[config.mk]
export PLATFORM = sky130hd
export DESIGN_NAME = wb_trng_ctrl
export DESIGN_NICKNAME = d
export VERILOG_FILES = /design/src/rtl/wb_trng_ctrl.sv
export SDC_FILE = /design/constraint.sdc
export NUM_CORES = 1
export LEC_CHECK = 0
export BUFFER_PORTS_ARGS = -buffer_cell sky130_fd_sc_hd__buf_2
export CAP_MARGIN = 25
export CORE_UTILIZATION = 56
export CTS_CLUSTER_DIAMETER = 60
export DETAILED_ROUTE_END_ITERATION = 6
export GPL_ROUTABILITY_DRIVEN = 0
export PLACE_DENSITY = 0.8
export SETUP_SLACK_MARGIN = 0.4
export SYNTH_ARGS = -nofsm -noshare
export SYNTH_HDL_FRONTEND = slang
export SYNTH_SLANG_ARGS = --single-unit
[constraint.sdc]
create_clock -name wb_clk -period 2.8 [get_ports wb_clk]
set_input_delay 0.14 -clock wb_clk [delete_from_list [all_inputs] [get_ports wb_clk]]
set_output_delay 0.14 -clock wb_clk [all_outputs]
set_load 0.1 [all_outputs]
[src/rtl/wb_trng_ctrl.sv]
// wb_trng_ctrl: Wishbone slave that assembles TRNG bytes into 32-bit words and queues them in a FIFO.
// Latency: one registered response per access; the first word lands 4*(SETTLE+1)+2 cycles after enable rises.
// Backpressure: sampling pauses in IDLE while the FIFO is full; DATA reads on an empty FIFO answer with err.
// Optional repetition-count health test is compiled in only when WB_TRNG_CTRL_HEALTH_EN is defined.

// wb_trng_fifo: power-of-two circular word queue with level count and synchronous flush.
// Latency: a push is visible at the head on the next cycle; a pop takes effect at the same edge.
// Backpressure: pushes while full and pops while empty are dropped; flush overrides both.
module wb_trng_fifo #(
  parameter int DEPTH = 4,
  parameter int WIDTH = 32
) (
  input  logic                   clk,
  input  logic                   rst,
  input  logic                   flush,
  input  logic                   push,
  input  logic [WIDTH-1:0]       push_dat,
  input  logic                   pop,
  output logic [WIDTH-1:0]       head_dat,
  output logic [$clog2(DEPTH):0] level,
  output logic                   empty,
  output logic                   full
);
  localparam int AW = $clog2(DEPTH);

  logic [WIDTH-1:0] mem_q [DEPTH];
  logic [WIDTH-1:0] mem_d [DEPTH];
  logic [AW-1:0]    wr_ptr_q, wr_ptr_d, rd_ptr_q, rd_ptr_d;
  logic [AW:0]      level_q, level_d;
  logic             do_push, do_pop;

  assign empty    = (level_q == '0);
  assign full     = (level_q == (AW+1)'(DEPTH));
  assign level    = level_q;
  assign head_dat = mem_q[rd_ptr_q];
  assign do_push  = push && !full;
  assign do_pop   = pop && !empty;

  // Next pointers, level and storage; pointers wrap naturally because DEPTH is a power of two.
  always_comb begin
    mem_d    = mem_q;
    wr_ptr_d = wr_ptr_q;
    rd_ptr_d = rd_ptr_q;
    level_d  = level_q;
    if (flush) begin
      wr_ptr_d = '0;
      rd_ptr_d = '0;
      level_d  = '0;
    end else begin
      if (do_push) begin
        mem_d[wr_ptr_q] = push_dat;
        wr_ptr_d        = wr_ptr_q + AW'(1);
      end
      if (do_pop) begin
        rd_ptr_d = rd_ptr_q + AW'(1);
      end
      case ({do_push, do_pop})
        2'b10:   level_d = level_q + (AW+1)'(1);
        2'b01:   level_d = level_q - (AW+1)'(1);
        default: level_d = level_q;
      endcase
    end
  end

  // Word storage carries no reset; validity is defined by the pointers and level alone.
  always_ff @(posedge clk) begin
    mem_q <= mem_d;
  end

  // Pointer and level registers.
  always_ff @(posedge clk) begin
    if (rst) begin
      wr_ptr_q <= '0;
      rd_ptr_q <= '0;
      level_q  <= '0;
    end else begin
      wr_ptr_q <= wr_ptr_d;
      rd_ptr_q <= rd_ptr_d;
      level_q  <= level_d;
    end
  end
endmodule

module wb_trng_ctrl #(
  parameter int FIFO_DEPTH = 4,
  parameter int SETTLE     = 2,
  parameter int REP_LIMIT  = 8
) (
  input  logic        wb_clk,
  input  logic        wb_rst,
  input  logic [31:0] wb_adr_i,
  input  logic [31:0] wb_dat_i,
  input  logic        wb_we_i,
  input  logic        wb_cyc_i,
  input  logic        wb_stb_i,
  input  logic [2:0]  wb_cti_i,
  input  logic [1:0]  wb_bte_i,
  output logic [31:0] wb_dat_o,
  output logic        wb_ack_o,
  output logic        wb_err_o,
  output logic        wb_rty_o,
  output logic        trng_en,
  input  logic [7:0]  trng_r,
  output logic        irq
);
  typedef enum logic [1:0] {
    ST_IDLE    = 2'd0,
    ST_SETTLE  = 2'd1,
    ST_CAPTURE = 2'd2,
    ST_PUSH    = 2'd3
  } state_e;

  state_e      state_q, state_d;
  logic [7:0]  settle_cnt_q, settle_cnt_d;
  logic [1:0]  byte_cnt_q, byte_cnt_d;
  logic [31:0] word_q, word_d;
  logic        ctrl_en_q, ctrl_en_d, ctrl_irq_en_q, ctrl_irq_en_d;
  logic        ack_q, ack_d, err_q, err_d;
  logic [31:0] dat_o_q, dat_o_d;

  logic        req, clear_fail, capture, health_fail, health_trip;
  logic        fifo_push, fifo_pop, fifo_empty, fifo_full;
  logic [31:0] fifo_head;
  logic [$clog2(FIFO_DEPTH):0] fifo_level;
  logic [3:0]  level4;
  logic        unused_bus;

  wb_trng_fifo #(.DEPTH(FIFO_DEPTH), .WIDTH(32)) u_fifo (
    .clk      (wb_clk),
    .rst      (wb_rst),
    .flush    (health_trip),
    .push     (fifo_push),
    .push_dat (word_q),
    .pop      (fifo_pop),
    .head_dat (fifo_head),
    .level    (fifo_level),
    .empty    (fifo_empty),
    .full     (fifo_full)
  );

  assign req        = wb_cyc_i && wb_stb_i && !ack_q && !err_q;
  assign level4     = 4'(fifo_level);
  assign capture    = (state_q == ST_CAPTURE) && ctrl_en_q;
  assign trng_en    = (state_q == ST_SETTLE) || (state_q == ST_CAPTURE);
  assign irq        = ctrl_irq_en_q && !fifo_empty;
  assign wb_ack_o   = ack_q;
  assign wb_err_o   = err_q;
  assign wb_dat_o   = dat_o_q;
  assign wb_rty_o   = 1'b0;
  assign unused_bus = ^{wb_adr_i[31:4], wb_adr_i[1:0], wb_dat_i[31:3], wb_cti_i, wb_bte_i};

  // Register decode: one registered response per accepted cycle; read data is zero unless acked.
  always_comb begin
    ack_d         = 1'b0;
    err_d         = 1'b0;
    dat_o_d       = 32'h0;
    fifo_pop      = 1'b0;
    clear_fail    = 1'b0;
    ctrl_en_d     = ctrl_en_q;
    ctrl_irq_en_d = ctrl_irq_en_q;
    if (req) begin
      case (wb_adr_i[3:2])
        2'd0: begin
          if (wb_we_i) begin
            ack_d = 1'b1;
          end else if (fifo_empty) begin
            err_d = 1'b1;
          end else begin
            ack_d    = 1'b1;
            dat_o_d  = fifo_head;
            fifo_pop = 1'b1;
          end
        end
        2'd1: begin
          ack_d = 1'b1;
          if (!wb_we_i) dat_o_d = {24'h0, level4, 1'b0, health_fail, fifo_full, fifo_empty};
        end
        2'd2: begin
          ack_d = 1'b1;
          if (wb_we_i) begin
            ctrl_en_d     = wb_dat_i[0];
            ctrl_irq_en_d = wb_dat_i[1];
            clear_fail    = wb_dat_i[2];
          end else begin
            dat_o_d = {30'h0, ctrl_irq_en_q, ctrl_en_q};
          end
        end
        default: ack_d = 1'b1;
      endcase
    end
  end

`ifdef WB_TRNG_CTRL_HEALTH_EN
  logic [7:0] rep_cnt_q, rep_cnt_d, last_byte_q, last_byte_d;
  logic       health_fail_q, health_fail_d;

  // Count runs of identical captured bytes; a run of REP_LIMIT latches the failure and flushes.
  always_comb begin
    rep_cnt_d     = rep_cnt_q;
    last_byte_d   = last_byte_q;
    health_fail_d = health_fail_q;
    health_trip   = 1'b0;
    if (capture) begin
      last_byte_d = trng_r;
      if ((rep_cnt_q != 8'd0) && (trng_r == last_byte_q)) rep_cnt_d = rep_cnt_q + 8'd1;
      else rep_cnt_d = 8'd1;
      if (rep_cnt_d == 8'(REP_LIMIT)) begin
        health_trip   = 1'b1;
        health_fail_d = 1'b1;
      end
    end
    if (clear_fail) begin
      health_fail_d = 1'b0;
      rep_cnt_d     = 8'd0;
    end
  end

  // Health test state registers.
  always_ff @(posedge wb_clk) begin
    if (wb_rst) begin
      rep_cnt_q     <= 8'd0;
      last_byte_q   <= 8'd0;
      health_fail_q <= 1'b0;
    end else begin
      rep_cnt_q     <= rep_cnt_d;
      last_byte_q   <= last_byte_d;
      health_fail_q <= health_fail_d;
    end
  end

  assign health_fail = health_fail_q;
`else
  logic unused_health;
  assign health_fail   = 1'b0;
  assign health_trip   = 1'b0;
  assign unused_health = clear_fail ^ (REP_LIMIT == 0);
`endif

  // Sampling sequencer: settle, capture one byte lane, repeat four times, then push the word.
  always_comb begin
    state_d      = state_q;
    settle_cnt_d = settle_cnt_q;
    byte_cnt_d   = byte_cnt_q;
    word_d       = word_q;
    fifo_push    = 1'b0;
    case (state_q)
      ST_IDLE: begin
        if (ctrl_en_q && !fifo_full && !health_fail) begin
          state_d      = ST_SETTLE;
          settle_cnt_d = 8'd0;
        end
      end
      ST_SETTLE: begin
        if (settle_cnt_q == 8'(SETTLE - 1)) state_d = ST_CAPTURE;
        else settle_cnt_d = settle_cnt_q + 8'd1;
      end
      ST_CAPTURE: begin
        word_d[{byte_cnt_q, 3'b000} +: 8] = trng_r;
        byte_cnt_d   = byte_cnt_q + 2'd1;
        settle_cnt_d = 8'd0;
        state_d      = (byte_cnt_q == 2'd3) ? ST_PUSH : ST_SETTLE;
      end
      ST_PUSH: begin
        fifo_push = 1'b1;
        state_d   = ST_IDLE;
      end
      default: state_d = ST_IDLE;
    endcase
    // Disabling or a health trip abandons any partial word; a completed word in PUSH still lands.
    if (!ctrl_en_q || health_trip) begin
      state_d    = ST_IDLE;
      byte_cnt_d = 2'd0;
    end
  end

  // Sequencer, control and bus response registers.
  always_ff @(posedge wb_clk) begin
    if (wb_rst) begin
      state_q       <= ST_IDLE;
      settle_cnt_q  <= 8'd0;
      byte_cnt_q    <= 2'd0;
      word_q        <= 32'h0;
      ctrl_en_q     <= 1'b0;
      ctrl_irq_en_q <= 1'b0;
      ack_q         <= 1'b0;
      err_q         <= 1'b0;
      dat_o_q       <= 32'h0;
    end else begin
      state_q       <= state_d;
      settle_cnt_q  <= settle_cnt_d;
      byte_cnt_q    <= byte_cnt_d;
      word_q        <= word_d;
      ctrl_en_q     <= ctrl_en_d;
      ctrl_irq_en_q <= ctrl_irq_en_d;
      ack_q         <= ack_d;
      err_q         <= err_d;
      dat_o_q       <= dat_o_d;
    end
  end
endmodule

==> results list <==
* Achievable Freq: 0.4261 GHz
* Hold violation total from the final report: 0
* Total count of max-transition violations in the final report: 0
- Total wirelength of the detailed-routed design: 15930 um
- CP max stage delay: 0.42 ns
- By startpoint and endpoint, the worst setup path is classified as flop to flop.
- In this run, synthesis produced a sequential element count of 215.
- The initial utilization of the core area, before any placement, comes to 57.52%.
* Slowest stage cell on the critical path: or3b_4
- The first global-routing pass estimated 24920 um of wire.
* Clock edge transition at the registers on the reported setup and hold paths: 0.06 ns
* Number of enable flip-flop cells after synthesis: 128
- The worst setup path is launched from a flop.
- Summing the areas of all fa, ha and maj instances in the mapped netlist gives 2.904% of the synthesized area.
- Largest family of logic cells by synthesized area: simple AND/OR/NAND/NOR gates
- Quantity of I/O buffers inserted on ports: 52
- Across the VDD grid, the largest voltage drop is 0.0004110 V.
- The die is 121.6 um tall.
- Filler cells: 920
* Setup-failing EPs final: 0
- Buffers inserted during post-CTS setup optimization: 0
* Maximum fanout count along the critical path: 7
- Synthesis produced a netlist with a net count of 615.
- The floorplan has 43 rows.
- Area overhead of the layout relative to synthesis: 15.83%
- Overall global routing resource usage: 22.44%
- Worst slew pin tran: 1.055 ns
* Share of cell area taken by muxes after synthesis: 9.382%
- CTS placed an instance of clkbuf_16 at the clock tree root.
- Setup repair after global routing could not meet its margin everywhere.
- For the worst-skew pair, the clock arrives at the later sink with an insertion delay of 0.49 ns.
- Crit-path cells: or3b_4, and2_4, inv_1, ha_1, inv_1, fa_1, xor2_1, or3_1, a21oi_1
- The run finished with clean final reports.
* Routed vias: 4683
* Portion of the post-synthesis area used by sequential elements: 69.68%
- Via-per-instance ratio: 6.004
- Post-Synth Simple-Gate Area: 9.632%
- The worst hold path belongs to the class primary input to flop.
- Average cell area after synthesis: 15.56 um2
* Total negative slack for setup checks: 0 ns
* Maximum clock insertion buffer count: 3
- Largest clock skew in the final design: 0.007203 ns
- Final worst path period share: 83.82%
- The worst hold path begins at trng_r[4].
- In this run the critical register-to-register path is launched from u_fifo.level[2]$_SDFFE_PP0P_.
- By instance count, the cell type seen most on the critical path is inv_1.
- For the worst setup path, the data arrival time is 2.75 ns.
- Power density cells: 672.3 nW/um2
- Final hold analysis gives a worst-case slack of 0.02857 ns.
- For the finished layout, the period the worst path requires is 2.347 ns.
- In this run the remaining antenna-violating nets after routing total 0.
- Synth Area in Compound Gates: 5.948%
- Layout cells sized above 1: 24.17%
- GRT overflow: 0
* Critical path required time: 3.20 ns
* Post-DR wirelength/cell: 20.42 um
* Nets: 686
- In this run the cell area of the synthesized design comes to 8015 um2.
- TritonCTS built the clock tree.
* Antenna violations before repair: 0
- The worst pin sits at a relative slew slack of 29.65%.
* Crit. End Element: flop
* Detailed placer's ending HPWL: 9144 um
* Violation count after the first detailed-route iteration: 380
* Number of top-level design ports: 119
- Entering global routing, the biggest net connects 54 pins.
* Total clock sinks: 215
- Main synth FF type: edfxtp_1
- Asr flop ratio synth: 0%
* Via count of the first global-routing pass: 4727
- Unique masters post-synth: 52
- In the synthesized netlist, the number of instances is 515.
- After detailed routing, the number of remaining DRC violations is 0.
- Max-cap violations in this run came to 0.
* First-pass DRT Iterations: 5
* Antenna cells: 0
* Count of H-tree levels built during CTS: 1
- Core utilization of the finished layout: 66.62%
- The synthesized netlist devotes 0.6556% of its cell area to XOR and XNOR gates.
- Leak Pwr: 0.003636 uW
* Placeable core region: 13930 um2
- Yosys printed 0 warnings.
- Measured along the x axis, the die boundary spans 121.6 um.
- Clock tree synthesis inserted a total of 21 buffers.
- Area of the die: 14800 um2
- Worst setup path startpoint: u_fifo.level[2]$_SDFFE_PP0P_
[cells by family after synthesis]
kind of cell,count (synthesis)
simple gates,141
other cells,1
buf+inv,34
xor+xnor,6
mux,35
compound gates,65
flops,215
fa+ha+maj,18
[power by group]
group / internal, uW / switching [uW]
clock network: 1740 / 1110
registers: 3310 / 0.805
logic: 21.3 / 57.3
total: 5070 / 1170
[synthesized netlist by cell type (4+ instances only)]
library cell	n	area, um2
a21oi_1	8	40.04
a22oi_1	35	262.8
and2_1	4	25.02
and3_1	36	225.2
buf_2	4	20.02
clkbuf_1	13	48.80
dfxtp_1	87	1742
edfxtp_1	128	3844
ha_1	17	212.7
inv_1	12	45.04
mux4_2	32	720.7
nand2_1	12	45.04
nand2b_1	6	37.54
nand3_1	5	25.02
nor2_1	50	187.7
nor3_1	7	35.03
[placed cells by master (no fill, tap or decap), types with 2 or more instances in the layout]
| cell | count |
|---|---|
| clkbuf_1 | 6 |
| nand2b_1 | 6 |
| buf_2 | 52 |
| buf_4 | 12 |
| dlygate4sd3_1 | 5 |
| and3_1 | 36 |
| mux4_2 | 32 |
| bufinv_16 | 3 |
| a31oi_1 | 3 |
| or3_1 | 2 |
| xnor2_1 | 3 |
| nor3_1 | 7 |
| edfxtp_1 | 128 |
| ha_1 | 17 |
| a31o_2 | 2 |
| clkinv_2 | 2 |
| nand4_1 | 3 |
| and2_1 | 3 |
| inv_1 | 12 |
| nand3_1 | 5 |
| o21ai_0 | 3 |
| clkbuf_16 | 21 |
| a22o_1 | 3 |
| nor4b_2 | 2 |
| nor2b_1 | 2 |
| mux2i_1 | 2 |
| a211oi_1 | 2 |
| a21oi_1 | 8 |
| clkbuf_8 | 3 |
| nand2_1 | 12 |
| dfxtp_2 | 4 |
| dfxtp_1 | 82 |
| xor2_1 | 3 |
| o32ai_1 | 2 |
| a22oi_1 | 35 |
| nor2_1 | 50 |
[per-layer routing]
metal,up-vias,GRT usage (%),share of wire [%]
li1,2112,-,-
met1,2330,30.23,40
met2,205,36.86,49
met3,36,2.903,6.7
met4,0,9.877,3.7
met5,-,0,0
[through the flow]
step	instances	power (uW)	instance area, um2	worst slack (ns)
2_1_floorplan	515	3419	8018	0.4669
3_3_place_gp	737	3453	8499	0.3268
3_5_place_dp	738	3455	8514	0.2510
4_1_cts	780	6274	9273	0.4093
5_1_grt	780	6396	9284	0.3023
6_report	780	6241	9284	0.4530
[timing repair]
| action | 4_1_cts | 5_1_grt |
|---|---|---|
| gates resized for setup | 4 | 2 |
| hold buffers | 5 | 0 |
| setup endpoints to repair | 1 | 9 |
| endpoints found under the hold margin | 4 | 0 |
[final timing paths]
kind                                        to  slack, ns  depth (start not counted)
hold / removal         word_q[12]$_SDFFE_PP0P_       0.03                          3
setup reg to reg  u_fifo.level[2]$_SDFFE_PP0P_       0.45                          9
hold reg to reg   settle_cnt_q[7]$_SDFFE_PP0P_       0.50                          1
setup / recovery  u_fifo.level[2]$_SDFFE_PP0P_       0.45                          9
[layout make-up]
cell class                      instances  area (um2)  area share, %
Clock inverter                          7       111.4          1.199
Sequential cell                       215        5594          60.26
Clock buffer                           30       589.3          6.348
Multi-Input combinational cell        266        2303          24.81
Tap cell                              180       225.2          2.426
Timing Repair Buffer                   70       415.4          4.474
Inverter                               12       45.04         0.4852
[worst max-delay path: cells and delay by family, from the launching register on]
family	cells	cell delay (ns)
flip-flops	1	0.37
adder cells (fa/ha/maj)	2	0.55
AND/OR/NAND/NOR	3	0.92
buffers and inverters	2	0.13
XOR/XNOR	1	0.16
AO/OA/AOI/OAI	1	0.14
[sequential cells by signal, indices dropped and copies added (netlist names), 2 cells and up]
register,count
u_fifo.mem_q,128
wb_dat_o,32
word_q,32
settle_cnt_q,8
u_fifo.level,3
byte_cnt_q,2
state_q,2
u_fifo.rd_ptr_q,2
u_fifo.wr_ptr_q,2
Power figures use the tool's default switching activity.
